==> config.mk <==
export PLATFORM = sky130hd
export DESIGN_NAME = sensors_scan_avg_flat
export DESIGN_NICKNAME = d
export VERILOG_FILES = /design/src/rtl/sensors_scan_avg_pkg.sv /design/src/rtl/sensors_scan_avg_if.sv /design/src/rtl/sensors_scan_avg_seq_divider.sv /design/src/rtl/sensors_scan_avg.sv /design/src/flat_wrapper.sv
export SDC_FILE = /design/constraint.sdc
export NUM_CORES = 1
export LEC_CHECK = 0
export CAP_MARGIN = 20
export CORE_ASPECT_RATIO = 2
export CORE_MARGIN = 3
export CORE_UTILIZATION = 50
export CTS_CLUSTER_DIAMETER = 50
export DETAILED_ROUTE_END_ITERATION = 10
export GPL_ROUTABILITY_DRIVEN = 0
export PLACE_DENSITY = 0.81
export SLEW_MARGIN = 0
export SYNTH_ARGS = -nofsm -noshare
export SYNTH_HDL_FRONTEND = slang
export SYNTH_SLANG_ARGS = --single-unit
==> constraint.sdc <==
create_clock -name clk_i -period 8.5 [get_ports clk_i]
set_clock_uncertainty 0.05 [all_clocks]
set_input_delay 2.55 -clock clk_i [delete_from_list [all_inputs] [get_ports clk_i]]
set_output_delay 2.55 -clock clk_i [all_outputs]
set_load 0.02 [all_outputs]
==> src/rtl/sensors_scan_avg_pkg.sv <==
// Shared types and width helpers for the sensor scan/average block.
package sensors_pkg;

  typedef enum logic [1:0] {
    IDLE   = 2'd0,
    SCAN   = 2'd1,
    DIVIDE = 2'd2,
    DONE   = 2'd3
  } state_t;

  function automatic int cnt_w(input int n);
    return $clog2(n + 1);
  endfunction

  // Sum of n readings of dw bits each can never overflow this width.
  function automatic int sum_w(input int n, input int dw);
    return dw + cnt_w(n);
  endfunction

endpackage

==> src/rtl/sensors_scan_avg_if.sv <==
// Request/result bundle between the temperature control logic and the aggregator.
interface sensors_scan_avg_if #(
    parameter int NR_SENSORS = 5,
    parameter int DATA_W     = 8
);
    import sensors_pkg::*;

    localparam int CNT_W = cnt_w(NR_SENSORS);
    localparam int SUM_W = sum_w(NR_SENSORS, DATA_W);

    // valid_o/ready_i: a result transfers on a cycle where both are high;
    // valid_o stays high and the result stays stable until that cycle.
    logic                         start_i;
    logic [NR_SENSORS*DATA_W-1:0] sensors_data_i;
    logic [NR_SENSORS-1:0]        sensors_en_i;
    logic                         ready_i;
    logic                         busy_o;
    logic                         valid_o;
    logic [SUM_W-1:0]             temp_sum_o;
    logic [CNT_W-1:0]             nr_active_sensors_o;
    logic [DATA_W-1:0]            temp_avg_o;
    logic [DATA_W-1:0]            temp_min_o;
    logic [DATA_W-1:0]            temp_max_o;
    logic                         no_active_o;
    state_t                       state_o;

    modport slave (
        input  start_i, sensors_data_i, sensors_en_i, ready_i,
        output busy_o, valid_o, temp_sum_o, nr_active_sensors_o, temp_avg_o,
               temp_min_o, temp_max_o, no_active_o, state_o
    );

    modport master (
        output start_i, sensors_data_i, sensors_en_i, ready_i,
        input  busy_o, valid_o, temp_sum_o, nr_active_sensors_o, temp_avg_o,
               temp_min_o, temp_max_o, no_active_o, state_o
    );

endinterface

==> src/rtl/sensors_scan_avg_seq_divider.sv <==
// Restoring divider: one quotient bit per clock, DVD_W steps after start_i.
module seq_divider #(
    parameter int DVD_W = 11,
    parameter int DVS_W = 3
) (
    input  logic             clk_i,
    input  logic             rst_i,
    input  logic             start_i,
    input  logic [DVD_W-1:0] dividend_i,
    input  logic [DVS_W-1:0] divisor_i,
    output logic [DVD_W-1:0] quotient_o,
    output logic             done_o
);
    localparam int CW = $clog2(DVD_W + 1);

    logic [DVD_W-1:0] quo_q;
    logic [DVS_W-1:0] rem_q;
    logic [DVS_W-1:0] dvs_q;
    logic [CW-1:0]    cnt_q;
    logic             busy_q;
    logic [DVS_W:0]   shifted;
    logic [DVS_W:0]   trial;
    logic             fits;

    // Remainder stays below the divisor, so DVS_W+1 bits hold the shifted value
    // and the top bit of the trial subtraction is the borrow.
    assign shifted = {rem_q, quo_q[DVD_W-1]};
    assign trial   = shifted - {1'b0, dvs_q};
    assign fits    = ~trial[DVS_W];

    always_ff @(posedge clk_i or posedge rst_i) begin
        if (rst_i) begin
            quo_q  <= '0;
            rem_q  <= '0;
            dvs_q  <= '0;
            cnt_q  <= '0;
            busy_q <= 1'b0;
        end else if (start_i) begin
            quo_q  <= dividend_i;
            rem_q  <= '0;
            dvs_q  <= divisor_i;
            cnt_q  <= CW'(DVD_W);
            busy_q <= 1'b1;
        end else if (busy_q) begin
            rem_q  <= fits ? trial[DVS_W-1:0] : shifted[DVS_W-1:0];
            quo_q  <= {quo_q[DVD_W-2:0], fits};
            cnt_q  <= cnt_q - CW'(1);
            busy_q <= (cnt_q != CW'(1));
        end
    end

    // Flags the cycle of the final step so the caller can leave on the same edge.
    assign done_o     = busy_q && (cnt_q == CW'(1));
    assign quotient_o = quo_q;

endmodule

==> src/rtl/sensors_scan_avg.sv <==
// Snapshot NR_SENSORS readings, scan one per clock, then divide for the average.
module sensors_scan_avg #(
    parameter int NR_SENSORS = 5,
    parameter int DATA_W     = 8
) (
    input logic              clk_i,
    input logic              rst_i,
    sensors_scan_avg_if.slave bus
);
    import sensors_pkg::*;

    localparam int CNT_W = cnt_w(NR_SENSORS);
    localparam int SUM_W = sum_w(NR_SENSORS, DATA_W);
    localparam int DAT_T = NR_SENSORS * DATA_W;

    state_t            state_q, state_d;
    logic [DAT_T-1:0]  data_q, data_d;
    logic [NR_SENSORS-1:0] en_q, en_d;
    logic [CNT_W-1:0]  idx_q, idx_d, cnt_q, cnt_d, ocnt_q, ocnt_d;
    logic [SUM_W-1:0]  sum_q, sum_d, osum_q, osum_d;
    logic [DATA_W-1:0] min_q, min_d, max_q, max_d;
    logic [DATA_W-1:0] oavg_q, oavg_d, omin_q, omin_d, omax_q, omax_d;
    logic              onone_q, onone_d, valid_q, valid_d;
    logic              last_scan, div_start, div_done, busy;
    logic [DATA_W-1:0] cur;
    logic [SUM_W-1:0]  quotient;

    seq_divider #(.DVD_W(SUM_W), .DVS_W(CNT_W)) u_div (
        .clk_i     (clk_i),
        .rst_i     (rst_i),
        .start_i   (div_start),
        .dividend_i(sum_d),
        .divisor_i (cnt_d),
        .quotient_o(quotient),
        .done_o    (div_done)
    );

    // The snapshot shifts down one sensor per scan cycle, so the current one is always at bit 0.
    assign cur       = data_q[DATA_W-1:0];
    assign last_scan = (idx_q == CNT_W'(NR_SENSORS - 1));

    always_ff @(posedge clk_i or posedge rst_i) begin
        if (rst_i) state_q <= IDLE;
        else       state_q <= state_d;
    end

    always_comb begin
        state_d = state_q;
        unique case (state_q)
            IDLE:    if (bus.start_i) state_d = SCAN;
            SCAN:    if (last_scan) state_d = (cnt_d != '0) ? DIVIDE : DONE;
            DIVIDE:  if (div_done) state_d = DONE;
            DONE:    if (valid_q && bus.ready_i) state_d = IDLE;
            default: state_d = IDLE;
        endcase
    end

    always_comb begin
        busy      = (state_q != IDLE);
        div_start = (state_q == SCAN) && last_scan && (cnt_d != '0);
    end

    always_comb begin
        data_d  = data_q;
        en_d    = en_q;
        idx_d   = idx_q;
        cnt_d   = cnt_q;
        sum_d   = sum_q;
        min_d   = min_q;
        max_d   = max_q;
        osum_d  = osum_q;
        ocnt_d  = ocnt_q;
        oavg_d  = oavg_q;
        omin_d  = omin_q;
        omax_d  = omax_q;
        onone_d = onone_q;
        valid_d = valid_q;
        if (state_q == IDLE && bus.start_i) begin
            data_d = bus.sensors_data_i;
            en_d   = bus.sensors_en_i;
            idx_d  = '0;
            cnt_d  = '0;
            sum_d  = '0;
            min_d  = '1;
            max_d  = '0;
        end else if (state_q == SCAN) begin
            data_d = data_q >> DATA_W;
            en_d   = en_q >> 1;
            idx_d  = idx_q + CNT_W'(1);
            if (en_q[0]) begin
                sum_d = sum_q + SUM_W'(cur);
                cnt_d = cnt_q + CNT_W'(1);
                if (cur < min_q) min_d = cur;
                if (cur > max_q) max_d = cur;
            end
        end else if (state_q == DONE && !valid_q) begin
            // Results are registered on the first DONE cycle; the quotient bound (<= max) makes the clamp dead.
            valid_d = 1'b1;
            onone_d = (cnt_q == '0);
            osum_d  = sum_q;
            ocnt_d  = cnt_q;
            omax_d  = max_q;
            omin_d  = (cnt_q == '0) ? '0 : min_q;
            if (cnt_q == '0)                     oavg_d = '0;
            else if (|quotient[SUM_W-1:DATA_W])  oavg_d = '1;
            else                                 oavg_d = quotient[DATA_W-1:0];
        end else if (state_q == DONE && bus.ready_i) begin
            valid_d = 1'b0;
        end
    end

    always_ff @(posedge clk_i or posedge rst_i) begin
        if (rst_i) begin
            data_q  <= '0;
            en_q    <= '0;
            idx_q   <= '0;
            cnt_q   <= '0;
            sum_q   <= '0;
            min_q   <= '0;
            max_q   <= '0;
            osum_q  <= '0;
            ocnt_q  <= '0;
            oavg_q  <= '0;
            omin_q  <= '0;
            omax_q  <= '0;
            onone_q <= 1'b0;
            valid_q <= 1'b0;
        end else begin
            data_q  <= data_d;
            en_q    <= en_d;
            idx_q   <= idx_d;
            cnt_q   <= cnt_d;
            sum_q   <= sum_d;
            min_q   <= min_d;
            max_q   <= max_d;
            osum_q  <= osum_d;
            ocnt_q  <= ocnt_d;
            oavg_q  <= oavg_d;
            omin_q  <= omin_d;
            omax_q  <= omax_d;
            onone_q <= onone_d;
            valid_q <= valid_d;
        end
    end

    assign bus.busy_o              = busy;
    assign bus.valid_o             = valid_q;
    assign bus.temp_sum_o          = osum_q;
    assign bus.nr_active_sensors_o = ocnt_q;
    assign bus.temp_avg_o          = oavg_q;
    assign bus.temp_min_o          = omin_q;
    assign bus.temp_max_o          = omax_q;
    assign bus.no_active_o         = onone_q;
    assign bus.state_o             = state_q;

endmodule

==> src/flat_wrapper.sv <==
// flat-port wrapper written by rule: the top's interface ports become plain ports
module sensors_scan_avg_flat import sensors_pkg::*;
#(
    parameter int NR_SENSORS = 5,
    parameter int DATA_W     = 8
)
  (clk_i, rst_i, bus_start_i, bus_sensors_data_i, bus_sensors_en_i, bus_ready_i, bus_busy_o, bus_valid_o, bus_temp_sum_o, bus_nr_active_sensors_o, bus_temp_avg_o, bus_temp_min_o, bus_temp_max_o, bus_no_active_o, bus_state_o);
  sensors_scan_avg_if #(.NR_SENSORS(NR_SENSORS), .DATA_W(DATA_W)) bus_i ();
  input logic clk_i;
  input logic rst_i;
  input wire logic [$bits(bus_i.start_i)-1:0] bus_start_i;
  input wire logic [$bits(bus_i.sensors_data_i)-1:0] bus_sensors_data_i;
  input wire logic [$bits(bus_i.sensors_en_i)-1:0] bus_sensors_en_i;
  input wire logic [$bits(bus_i.ready_i)-1:0] bus_ready_i;
  output wire logic [$bits(bus_i.busy_o)-1:0] bus_busy_o;
  output wire logic [$bits(bus_i.valid_o)-1:0] bus_valid_o;
  output wire logic [$bits(bus_i.temp_sum_o)-1:0] bus_temp_sum_o;
  output wire logic [$bits(bus_i.nr_active_sensors_o)-1:0] bus_nr_active_sensors_o;
  output wire logic [$bits(bus_i.temp_avg_o)-1:0] bus_temp_avg_o;
  output wire logic [$bits(bus_i.temp_min_o)-1:0] bus_temp_min_o;
  output wire logic [$bits(bus_i.temp_max_o)-1:0] bus_temp_max_o;
  output wire logic [$bits(bus_i.no_active_o)-1:0] bus_no_active_o;
  output wire logic [$bits(bus_i.state_o)-1:0] bus_state_o;
  assign bus_i.start_i = bus_start_i;
  assign bus_i.sensors_data_i = bus_sensors_data_i;
  assign bus_i.sensors_en_i = bus_sensors_en_i;
  assign bus_i.ready_i = bus_ready_i;
  assign bus_busy_o = bus_i.busy_o;
  assign bus_valid_o = bus_i.valid_o;
  assign bus_temp_sum_o = bus_i.temp_sum_o;
  assign bus_nr_active_sensors_o = bus_i.nr_active_sensors_o;
  assign bus_temp_avg_o = bus_i.temp_avg_o;
  assign bus_temp_min_o = bus_i.temp_min_o;
  assign bus_temp_max_o = bus_i.temp_max_o;
  assign bus_no_active_o = bus_i.no_active_o;
  assign bus_state_o = bus_i.state_o;
  sensors_scan_avg #(.NR_SENSORS(NR_SENSORS), .DATA_W(DATA_W)) u_core (.clk_i(clk_i), .rst_i(rst_i), .bus(bus_i));
endmodule
# ---- Yosys cells after proc, flatten, opt, wreduce, memory -nomap -nowiden
# Cells that the tools add are included.
# Widths: inputs -> output; s select.
dict set report word_totals {
  ramBits 0
  rom_bits 0
  regBits 142
  latchBits 0
  mem_count 0
  input_bits 49
}
dict set report op_classes {
  multipliers 0
  add_sub_neg 5
  n_lt_le_gt_ge 2
  n_mux 40
  eq_ne 10
  shift 0
  reduce_logical 24
  bitwise 3
  div_mod_pow 0
}
# operator count
set ops {}
lappend ops {{$mux 8} 11}
lappend ops {{$mux 40} 2}
lappend ops {{$mux 11} 5}
lappend ops {{$mux 3} 8}
lappend ops {{$reduce_bool 2->1} 7}
lappend ops {{$reduce_and 3->1} 4}
lappend ops {{$add 11x8->11} 1}
lappend ops {{$mux 5} 2}
lappend ops {{$gt 8x8->1} 1}
lappend ops {{$lt 8x8->1} 1}
lappend ops {{$mux 2} 4}
lappend ops {{$mux 4} 2}
lappend ops {{$pmux 2 s4} 1}
lappend ops {{$logic_and 1x1->1} 7}
lappend ops {{$add 3x1->3 const B} 2}
lappend ops {{$ne 2x1->1 const B} 3}
lappend ops {{$mux 1} 5}
lappend ops {{$eq 2x2->1 const B} 2}
lappend ops {{$eq 4x1->1 const B} 1}
lappend ops {{$ne 4x1->1 const B} 1}
lappend ops {{$reduce_and 4->1} 1}
lappend ops {{$sub 4x1->4 const B} 1}
lappend ops {{$sub 4x3->4} 1}
lappend ops {{$eq 3x3->1 const B} 1}
lappend ops {{other kinds (8)} 10}

# ---- Longest topological paths before layout
# Gate-level depths: netlist (run 1).
dict set report logic_depth {
  depth_word 8
  mapped_depth 9
  ltp_nobuf 7
}

# ---- Cells and area by module
# A second synthesis (run 1) with hierarchy kept.
dict set report unflattened {
  cells_unflattened 743
  hier_area_um2 7109.3
}
# mod area_per_inst_um2 seq_area_each_um2 instances cells_each
set by_module_without_submodules {}
lappend by_module_without_submodules {sensors_scan_avg 5891.9 3002.9 1 614}
lappend by_module_without_submodules {seq_divider 1217.4 550.5 1 129}

# ---- Least setup slack after synthesis (run 1)
# OpenSTA, ideal clock, no wires.
dict set report synth_timing {
  kind {input-to-reg}
  startpoint {in bus_start_i}
  endpoint {reg u_core.oavg_q[2], in the netlist u_core.bus.temp_avg_o[2]}
  n_path_buf 2
  setup_slack_ns 4.756
  t_arrival_ns 3.553
  path_stages 7
  setup_time_ns 0.141
  cell_sequence {nand2_2 > nand3b_1 > or2_2 > buf_2 > clkbuf_1 > nand2_1 > o21ai_0}
}
dict set report synth_between {
  elab_chain_cells 3
}
# item line
set synth_lines {}
lappend synth_lines {{start: declaration} flat_wrapper.sv:11} ;# input wire logic [$bits(bus_i.start_i)-1:0] bus_start_i;
lappend synth_lines {{$logic_and 1x1->1} sensors_scan_avg.sv:78} ;# if (state_q == IDLE && bus.start_i) begin
lappend synth_lines {{$not 1->1 (no source line)} n/a}
lappend synth_lines {{$reduce_and 3->1 (no source line)} n/a}
lappend synth_lines {{end signal: assignment} sensors_scan_avg.sv:138} ;# oavg_q <= oavg_d;
lappend synth_lines {{end: declaration} sensors_scan_avg.sv:22} ;# logic [DATA_W-1:0] oavg_q, oavg_d, omin_q, omin_d, omax_q, omax_d;
# Every way passes these cells.
# A chain may end at the register's enable or synchronous reset.

# ---- Worst setup path after layout (run 1)
dict set report layout_timing {
  startpoint {in bus_start_i}
  endpoint {reg u_core.oavg_q[7], in the netlist u_core.bus.temp_avg_o[7]}
}
# The elaborated chain is that of the path after synthesis.

==> results of run 1 <==
routing by layer:
layer  GRT usage  wire length, um  vias to the layer above
met3      0.0330              582                       58
met4       0.137              885                        0
met2       0.391             8930                      153
met5           0                0                        -
met1       0.230             6200                     2661
li1            -                -                     2728
critical path, cell delays in order:
cell,delay (ps)
clkdlybuf4s50_1,490
nand2_4,770
nand3b_1,250
nor2_2,540
o21ai_0,460
buf_4,290
o21ai_0,170
cells by family (layout without fill, tap and decap cells):
logic type,count (synthesis),in the layout,synth area share
flip-flops,142,142,0.495
buffers and inverters,72,159,0.0404
AND/OR/NAND/NOR,263,263,0.160
adder cells (fa/ha/maj),39,39,0.0700
AO/OA/AOI/OAI,163,163,0.140
XOR/XNOR,13,13,0.0158
multiplexers,57,57,0.0799
where the power goes:
group / switching, uW / leakage, uW / internal (uW) / total (uW)
registers: 277 / 0.00174 / 980 / 1260
clock network: 290 / 0.000258 / 401 / 691
logic: 871 / 0.00198 / 708 / 1580
cell usage after synthesis (all sizes together) (4+ instances only):
| cell type | number |
|---|---|
| and3 | 7 |
| nand3b | 10 |
| o21ai | 47 |
| o211ai | 6 |
| o31ai | 10 |
| inv | 32 |
| nand2 | 144 |
| mux2i | 54 |
| nand3 | 7 |
| clkbuf | 20 |
| nor2b | 6 |
| a21oi | 55 |
| a41oi | 9 |
| nor2 | 64 |
| buf | 20 |
| nand4 | 4 |
| dfrtp | 142 |
| nand2b | 5 |
| a21o | 9 |
| xnor2 | 7 |
| a211oi | 7 |
| xor2 | 6 |
| ha | 37 |
through the flow:
stage               hold WS (ps)   util  std cells  setup WS [ps]
floorplan                    400      -        749           2090
global placement             410  0.588        993           2890
detailed placement           415  0.588        993           2780
CTS                          429  0.627       1025           3220
global route                 452  0.627       1025           2930
finish                       425  0.627       1025           3230
worst max path at each step:
stage | endpoint | slack, ps | cells after the start | start
floorplan | u_core.bus.no_active_o | 2090 | 1 | rst_i
global route | u_core.bus.temp_avg_o[3] | 2930 | 7 | bus_start_i
detailed placement | u_core.bus.temp_avg_o[7] | 2780 | 7 | bus_start_i
CTS | u_core.bus.temp_avg_o[7] | 3220 | 7 | bus_start_i
global placement | u_core.bus.temp_avg_o[6] | 2890 | 7 | bus_start_i
finish | u_core.bus.temp_avg_o[7] | 3230 | 7 | bus_start_i
sequential cells by signal, summed over array words and instances (netlist names), 2 cells and up:
name and flops:
u_core.bus.nr_active_sensors_o 3, u_core.u_div.rem_q 3, u_core.min_q 8, u_core.sum_q 11, u_core.bus.temp_sum_o 11, u_core.bus.temp_min_o 8
u_core.bus.temp_max_o 8, u_core.data_q 40, u_core.max_q 8, u_core.bus.temp_avg_o 8, u_core.cnt_q 3, u_core.u_div.dvs_q 3
u_core.bus.state_o 2, u_core.en_q 5, u_core.idx_q 3, u_core.u_div.quotient_o 11, u_core.u_div.cnt_q 4
cell type report:
| class | count | area [sq um] |
|---|---|---|
| Sequential cell | 142 | 3550 |
| Timing Repair Buffer | 95 | 941 |
| Multi-Input combinational cell | 535 | 3350 |
| Tap cell | 189 | 236 |
| Clock inverter | 14 | 119 |
| Fill cell | 1146 | 5210 |
| Inverter | 32 | 125 |
| Clock buffer | 18 | 429 |
==> out/summary.txt, run 1 <==
H-tree Lvls -> 4
R2R Path Start -> u_core.bus.state_o[1]
most frequent cells in the layout -> nand2_1 (143), dfrtp_1 (142), clkdlybuf4s50_1 (91), nor2_1 (62), mux2i_1 (54)
Pre-antenna DRT Iters -> 5
worst-margin pin slew -> 1040 ps
Post-route DRC -> 0
fin crit period -> 5270 ps
hold crit path type -> flip-flop to flip-flop
leakage -> 0.00398 uW
Hold EP -> u_core.bus.nr_active_sensors_o[1]
GRT overflow -> 0
synth unique cells -> 51
Routed Wire Length -> 16.6 mm
Synth top area share -> 0.495
Reg-to-Reg End -> u_core.u_div.quotient_o[9]
WP data required -> 8780 ps
Pwr Total -> 3530 uW
clk_lat worst skew -> 420 ps
peak supply drop -> 0.215 mV
Setup Buffers After CTS -> 0
Num CTS Buffers -> 17
cell taking the most area after synthesis -> dfrtp_1
CTS Sinks -> 142
Initial Util -> 0.514
final hold vios -> 0
Final period util -> 0.620
EDFF count, synth -> 0
input/output buffers -> 91
hold path cells -> 2
via count -> 5600
top_reg_cell synth -> dfrtp_1
Die Y -> 176 um
PwrDens -> 403 mW/mm^2
async set-reset flop share out of synthesis -> 1.00
Clk pin slew, worst setup/hold paths -> 60 ps
starting DRC count in detailed routing -> 317
relative slew slack -> 0.310
Mapped Area -> 0.00719 sq mm
first-pass GRT wire length -> 27.4 mm
Mapped Cells -> 749
Final setup violation count -> 0
HP Start -> u_core.bus.nr_active_sensors_o[1]
CP arrival -> 5560 ps
share of layout cells above drive strength 1 -> 0.0598
IO Count -> 92
max-cap violations -> 0
FF-to-FF path depth -> 8
Fin Setup TNS -> 0 ps
dpl cell area -> 0.00821 sq mm
vias per cell -> 5.46
yosys warns -> 0
largest cells by area after synthesis -> dfrtp_1 (49%), mux2i_1 (7.5%), nand2_1 (7.5%)
RSZ-0062 raised after global routing -> no
fmax -> 190 MHz
reg2reg setup slack -> 4940 ps
clk root buf -> clkbuf_16
post-synthesis sequential area ratio -> 0.495
number of diodes -> 0
Die W -> 90.8 um
CORE AREA -> 0.0140 sq mm
Clock Tree Buf Depth -> 2
gr usage total -> 0.216
DPL Wire Length -> 11.8 mm
fin. max-slew vios -> 0
CP startpoint kind -> primary input
DR WL/cell -> 16.2 um
CTS tree -> built
final net count -> 911
die area -> 0.0159 sq mm
kind of critical path -> primary input to flip-flop
vias in the first global route -> 5775
row count -> 61
post-CTS sizing -> 0
largest net degree at the start of global routing -> 108
#FFs+latches synth -> 142
status -> finished clean
Post-DRT Antenna Nets -> 0
commonest non-fill, non-tap cell in the layout -> nand2_1
CP max FO -> 107
Final Instance Area -> 0.00876 sq mm
Post-Syn Nets -> 837
crit path capture type -> flip-flop
initial antenna violation count -> 0
mean area per synthesized cell -> 9.59 sq um
CTS Hold Bufs -> 0
synth-to-layout area growth -> 21.9%
No activity file was read; power rests on OpenSTA's default activity.
==> inputs of run 2 (changes only) <==
Clock period 8.5 ns to 5.25 ns, I/O delays scaled along.
==> run 2 against run 1 <==
Compared with the run above:
- routed wire length fell by 0.36%
- power rose by 64%
- critical path type is now flip-flop to output pin
- highest routed layer unchanged
- critical path depth fell by 3
- combinational power rose by 64%
- non-clock buffer count rose by 4
==> out/summary.txt, run 2 (same netlist as run 1, synthesis figures left out) <==
CTS Sinks -> 142
post-CTS sizing -> 0
max-cap violations -> 0
H-tree Lvls -> 4
PwrDens -> 655 mW/mm^2
R2R Path Start -> u_core.bus.state_o[1]
CTS Hold Bufs -> 0
clk_lat worst skew -> 420 ps
CP startpoint kind -> flip-flop
peak supply drop -> 0.369 mV
CP arrival -> 2030 ps
Setup Buffers After CTS -> 0
relative slew slack -> 0.333
delay-heaviest family, CP -> buffers and inverters
Final period util -> 0.696
vias per cell -> 5.47
DPL Wire Length -> 12.0 mm
WP data required -> 3630 ps
CTS tree -> built
Final setup violation count -> 0
kind of critical path -> flip-flop to output pin
number of diodes -> 0
final hold vios -> 0
first-pass GRT wire length -> 27.8 mm
crit path capture type -> output pin
Reg-to-Reg End -> u_core.u_div.quotient_o[9]
Pre-antenna DRT Iters -> 5
IO Count -> 92
fmax -> 274 MHz
Clk pin slew, worst setup/hold paths -> 60 ps
initial antenna violation count -> 0
final net count -> 915
fin crit period -> 3650 ps
CP max FO -> 5
Largest stage delay, worst path -> 610 ps
gr usage total -> 0.219
worst-margin pin slew -> 1000 ps
share of layout cells above drive strength 1 -> 0.0643
largest net degree at the start of global routing -> 82
via count -> 5632
Reg with most FFs -> u_core.data_q
leakage -> 0.00402 uW
commonest non-fill, non-tap cell in the layout -> nand2_1
starting DRC count in detailed routing -> 301
CORE AREA -> 0.0140 sq mm
Routed Wire Length -> 16.5 mm
crit-path cells -> inv_1, ha_1, inv_1, clkdlybuf4s50_1
DR WL/cell -> 16.1 um
Fin Setup TNS -> 0 ps
Crit path depth -> 4
number of flip-flops in the largest register -> 40
Clock Tree Buf Depth -> 2
Fill cells -> 1099
vias in the first global route -> 5802
GRT overflow -> 0
Num CTS Buffers -> 17
Die Y -> 176 um
die area -> 0.0159 sq mm
Post-DRT Antenna Nets -> 0
critical path's slowest cell -> clkdlybuf4s50_1
CP startpoint -> u_core.bus.state_o[0]
Post-route DRC -> 0
input/output buffers -> 91
row count -> 61
FF/Latch Area -> 0.00355 sq mm
synth-to-layout area growth -> 22.8%
FF-to-FF path depth -> 8
Initial Util -> 0.514
CP bufs+invs -> 3
Hold Slack -> 424 ps
Die W -> 90.8 um
reg2reg setup slack -> 2400 ps
Worst Setup EP -> bus_busy_o
Core Util, Final -> 0.632
multi-input logic area -> 0.00335 sq mm
RSZ-0062 raised after global routing -> no
fin. max-slew vios -> 0
most frequent CP cell -> inv_1
hold crit path type -> flip-flop to flip-flop
status -> finished clean
clk root buf -> clkbuf_16
most frequent cells in the layout -> nand2_1 (143), dfrtp_1 (142), clkdlybuf4s50_1 (91), nor2_1 (62), mux2i_1 (54)
==> run 2: changes by cell type in the layout (fill, tap and decap cells not counted) <==
cell	delta
bufinv_16	+1
buf_12	+1
inv_6	-2
clkinv_4	+2
clkinv_2	-1
buf_4	+3
==> run 2: worst min-delay path, stage by stage (launching register included) <==
cell     delay [ps]
dfrtp_1         340
nand2_1          50
nand2_1          50
==> run 2: stage by stage <==
step | power (uW) | area [sq um] | std cells | setup WS [ps]
2_1_floorplan | 3780 | 7190 | 749 | 1850
3_3_place_gp | 4510 | 8250 | 997 | 1350
3_5_place_dp | 4610 | 8250 | 997 | 1290
4_1_cts | 5800 | 8820 | 1029 | 1590
5_1_grt | 6220 | 8820 | 1029 | 1510
6_report | 5780 | 8820 | 1029 | 1600
==> run 2: layout make-up <==
| type | instances | area share |
|---|---|---|
| clock inverter | 14 | 0.0164 |
| sequential | 142 | 0.403 |
| tap | 189 | 0.0268 |
| multi-input combinational | 535 | 0.380 |
| clock buffer | 18 | 0.0486 |
| timing repair buffer | 99 | 0.111 |
| inverter | 32 | 0.0140 |
==> run 2: worst min path at each step <==
stage                        startpoint                       end  slack (ps)  cells past startpoint
2_1_floorplan     u_core.u_div.dvs_q[2]     u_core.u_div.dvs_q[2]         400                      2
3_3_place_gp   u_core.bus.temp_sum_o[0]  u_core.bus.temp_sum_o[0]         410                      2
3_5_place_dp   u_core.bus.temp_sum_o[0]  u_core.bus.temp_sum_o[0]         420                      2
4_1_cts        u_core.bus.temp_sum_o[0]  u_core.bus.temp_sum_o[0]         430                      2
5_1_grt        u_core.bus.temp_max_o[0]  u_core.bus.temp_max_o[0]         450                      2
6_report       u_core.bus.temp_sum_o[3]  u_core.bus.temp_sum_o[3]         420                      2
==> run 2: per-layer routing <==
layer,track usage,vias to the layer above,share of wire
met4,0.121,0,0.049
met2,0.409,156,0.56
met5,0,-,0
met3,0.0356,52,0.034
li1,-,2731,-
met1,0.230,2693,0.36
==> run 2: power by group <==
group / internal [uW] / total (uW) / switching, uW
Clock: 697 / 1160 / 463
Sequential: 1590 / 2020 / 437
Combinational: 1160 / 2590 / 1430
Total: 3440 / 5780 / 2330
==> inputs of run 3 (changes only) <==
Settings changed: PLACE_DENSITY 0.81 to 0.84.
Clock period 5.25 ns to 3.3 ns, I/O delays scaled along.
==> run 3 against run 2 <==
Compared with the run above:
- register-to-register slack worse by 1700 ps
- first-iteration DRC count increased by 44%
- sequential power up 59%
- worst setup slack worse by 1300 ps
- critical path depth unchanged
- sequential cell count did not move
- count of clock-buffer cells in the layout is 4 higher
- clock power rose by 41%
- worst hold slack lost 4.3 ps
- non-clock buffer count rose by 9
- critical endpoint unchanged
==> out/summary.txt, run 3 (same netlist as run 1, synthesis figures left out) <==
Fill cells -> 1116
Die W -> 90.8 um
initial antenna violation count -> 0
leakage -> 0.00404 uW
final hold vios -> 0
max-cap violations -> 0
Final setup violation count -> 0
number of diodes -> 0
CP startpoint kind -> flip-flop
Die Y -> 176 um
crit path capture type -> output pin
CTS tree -> built
hold crit path type -> flip-flop to flip-flop
Final period util -> 0.924
Sw Share -> 0.407
Pre-antenna DRT Iters -> 5
vias per cell -> 5.44
Int Pwr -> 5370 uW
fin crit period -> 3050 ps
Routed Wire Length -> 16.9 mm
via count -> 5631
WP data required -> 2260 ps
Post-route DRC -> 0
peak supply drop -> 0.685 mV
worst-margin pin slew -> 816 ps
post-CTS sizing -> 0
die area -> 0.0159 sq mm
kind of critical path -> flip-flop to output pin
synth-to-layout area growth -> 22.9%
RSZ-0062 raised after global routing -> no
combinational power share -> 0.465
Setup Buffers After CTS -> 0
placed cells -> 1006
CP max FO -> 5
starting DRC count in detailed routing -> 434
Clk pin slew, worst setup/hold paths -> 60 ps
IO Count -> 92
PwrDens -> 1020 mW/mm^2
number of flip-flops in the largest register -> 40
share of layout cells above drive strength 1 -> 0.0685
CORE AREA -> 0.0140 sq mm
sequential share of power -> 0.355
gr usage total -> 0.222
DR WL/cell -> 16.4 um
post-route insts no fill -> 1036
most frequent cells in the layout -> nand2_1 (143), dfrtp_1 (142), clkdlybuf4s50_1 (91), nor2_1 (62), mux2i_1 (54)
CP arrival -> 2010 ps
Fin Setup TNS -> 0 ps
first-pass GRT wire length -> 28.2 mm
H-tree Lvls -> 4
Reg with most FFs -> u_core.data_q
Clock Tree Buf Depth -> 2
GRT overflow -> 0
clk_lat worst skew -> 410 ps
Post-DRT Antenna Nets -> 0
input/output buffers -> 91
FF/Latch Area -> 0.00355 sq mm
multi-input logic area -> 0.00335 sq mm
commonest non-fill, non-tap cell in the layout -> nand2_1
DPL Wire Length -> 12.2 mm
largest net degree at the start of global routing -> 92
vias in the first global route -> 5777
final net count -> 924
row count -> 61
Switching Power -> 3680 uW
clock power share -> 0.181
fin. max-slew vios -> 0
status -> finished clean
fmax -> 328 MHz
CTS Sinks -> 142
clk root buf -> clkbuf_16
Initial Util -> 0.514
Num CTS Buffers -> 17
relative slew slack -> 0.456
CTS Hold Bufs -> 0
-- run 3: changes by cell type in the layout (fill, tap and decap cells not counted) --
cell | previous run | this run
clkbuf_1 | 1 | 4
buf_4 | 7 | 15
clkinvlp_4 | 5 | 3
inv_6 | 1 | 0
clkinv_2 | 4 | 6
clkbuf_8 | 0 | 1
clkinv_4 | 3 | 0
bufinv_16 | 2 | 0
buf_12 | 1 | 2
-- run 3: layout make-up --
type                    count  share of cell area
repair buffers            108               0.120
inverters                  32              0.0140
clock buffers              22              0.0514
flip-flops and latches    142               0.402
well taps                 189              0.0268
clock inverters             8             0.00510
multi-input cells         535               0.380
-- run 3: through the flow --
step                total power, uW  instance area, sq um  hold slack (ps)  setup slack [ps]  utilization
global placement               7220                  8330              412               416        0.596
finish                         9050                  8830              420               252        0.632
detailed placement             7380                  8330              415               316        0.596
global route                   9730                  8830              450               166        0.632
floorplan                      6010                  7190              400               483            -
CTS                            9060                  8830              428               258        0.632
-- run 3: power groups by stage --
stage                     clock network (uW)  registers [uW]  logic [uW]
after global placement                     0            3180        4030
after CTS                               1650            3200        4210
after global routing                    1730            3300        4700
after floorplan                            0            3230        2770
final                                   1630            3210        4210
after detailed placement                   0            3210        4160
-- run 3: critical path, stage by stage (launching register included) --
cell	delay [ps]
dfrtp_1	410
inv_1	120
ha_1	300
inv_1	150
clkdlybuf4s50_1	620
-- run 3: path summary, 6_finish.rpt --
| check | from | to | slack, ps | depth (start not counted) |
|---|---|---|---|---|
| max | u_core.bus.state_o[0] | bus_busy_o | 250 | 4 |
| min | u_core.bus.temp_sum_o[2] | u_core.bus.temp_sum_o[2] | 420 | 2 |
| max reg2reg | u_core.bus.state_o[1] | u_core.u_div.rem_q[2] | 740 | 8 |
| min reg2reg | u_core.bus.temp_sum_o[2] | u_core.bus.temp_sum_o[2] | 420 | 2 |
| max in group asynchronous | rst_i | u_core.bus.temp_sum_o[8] | 1830 | 3 |
| min in group asynchronous | rst_i | u_core.sum_q[2] | 1000 | 3 |
-- run 3: routing by layer --
layer  GRT usage  vias up  wire length, um
li1            -     2744                -
met1       0.240     2693             6340
met2       0.421      154             9530
met3      0.0351       40              561
met4      0.0951        0              516
met5           0        -                0
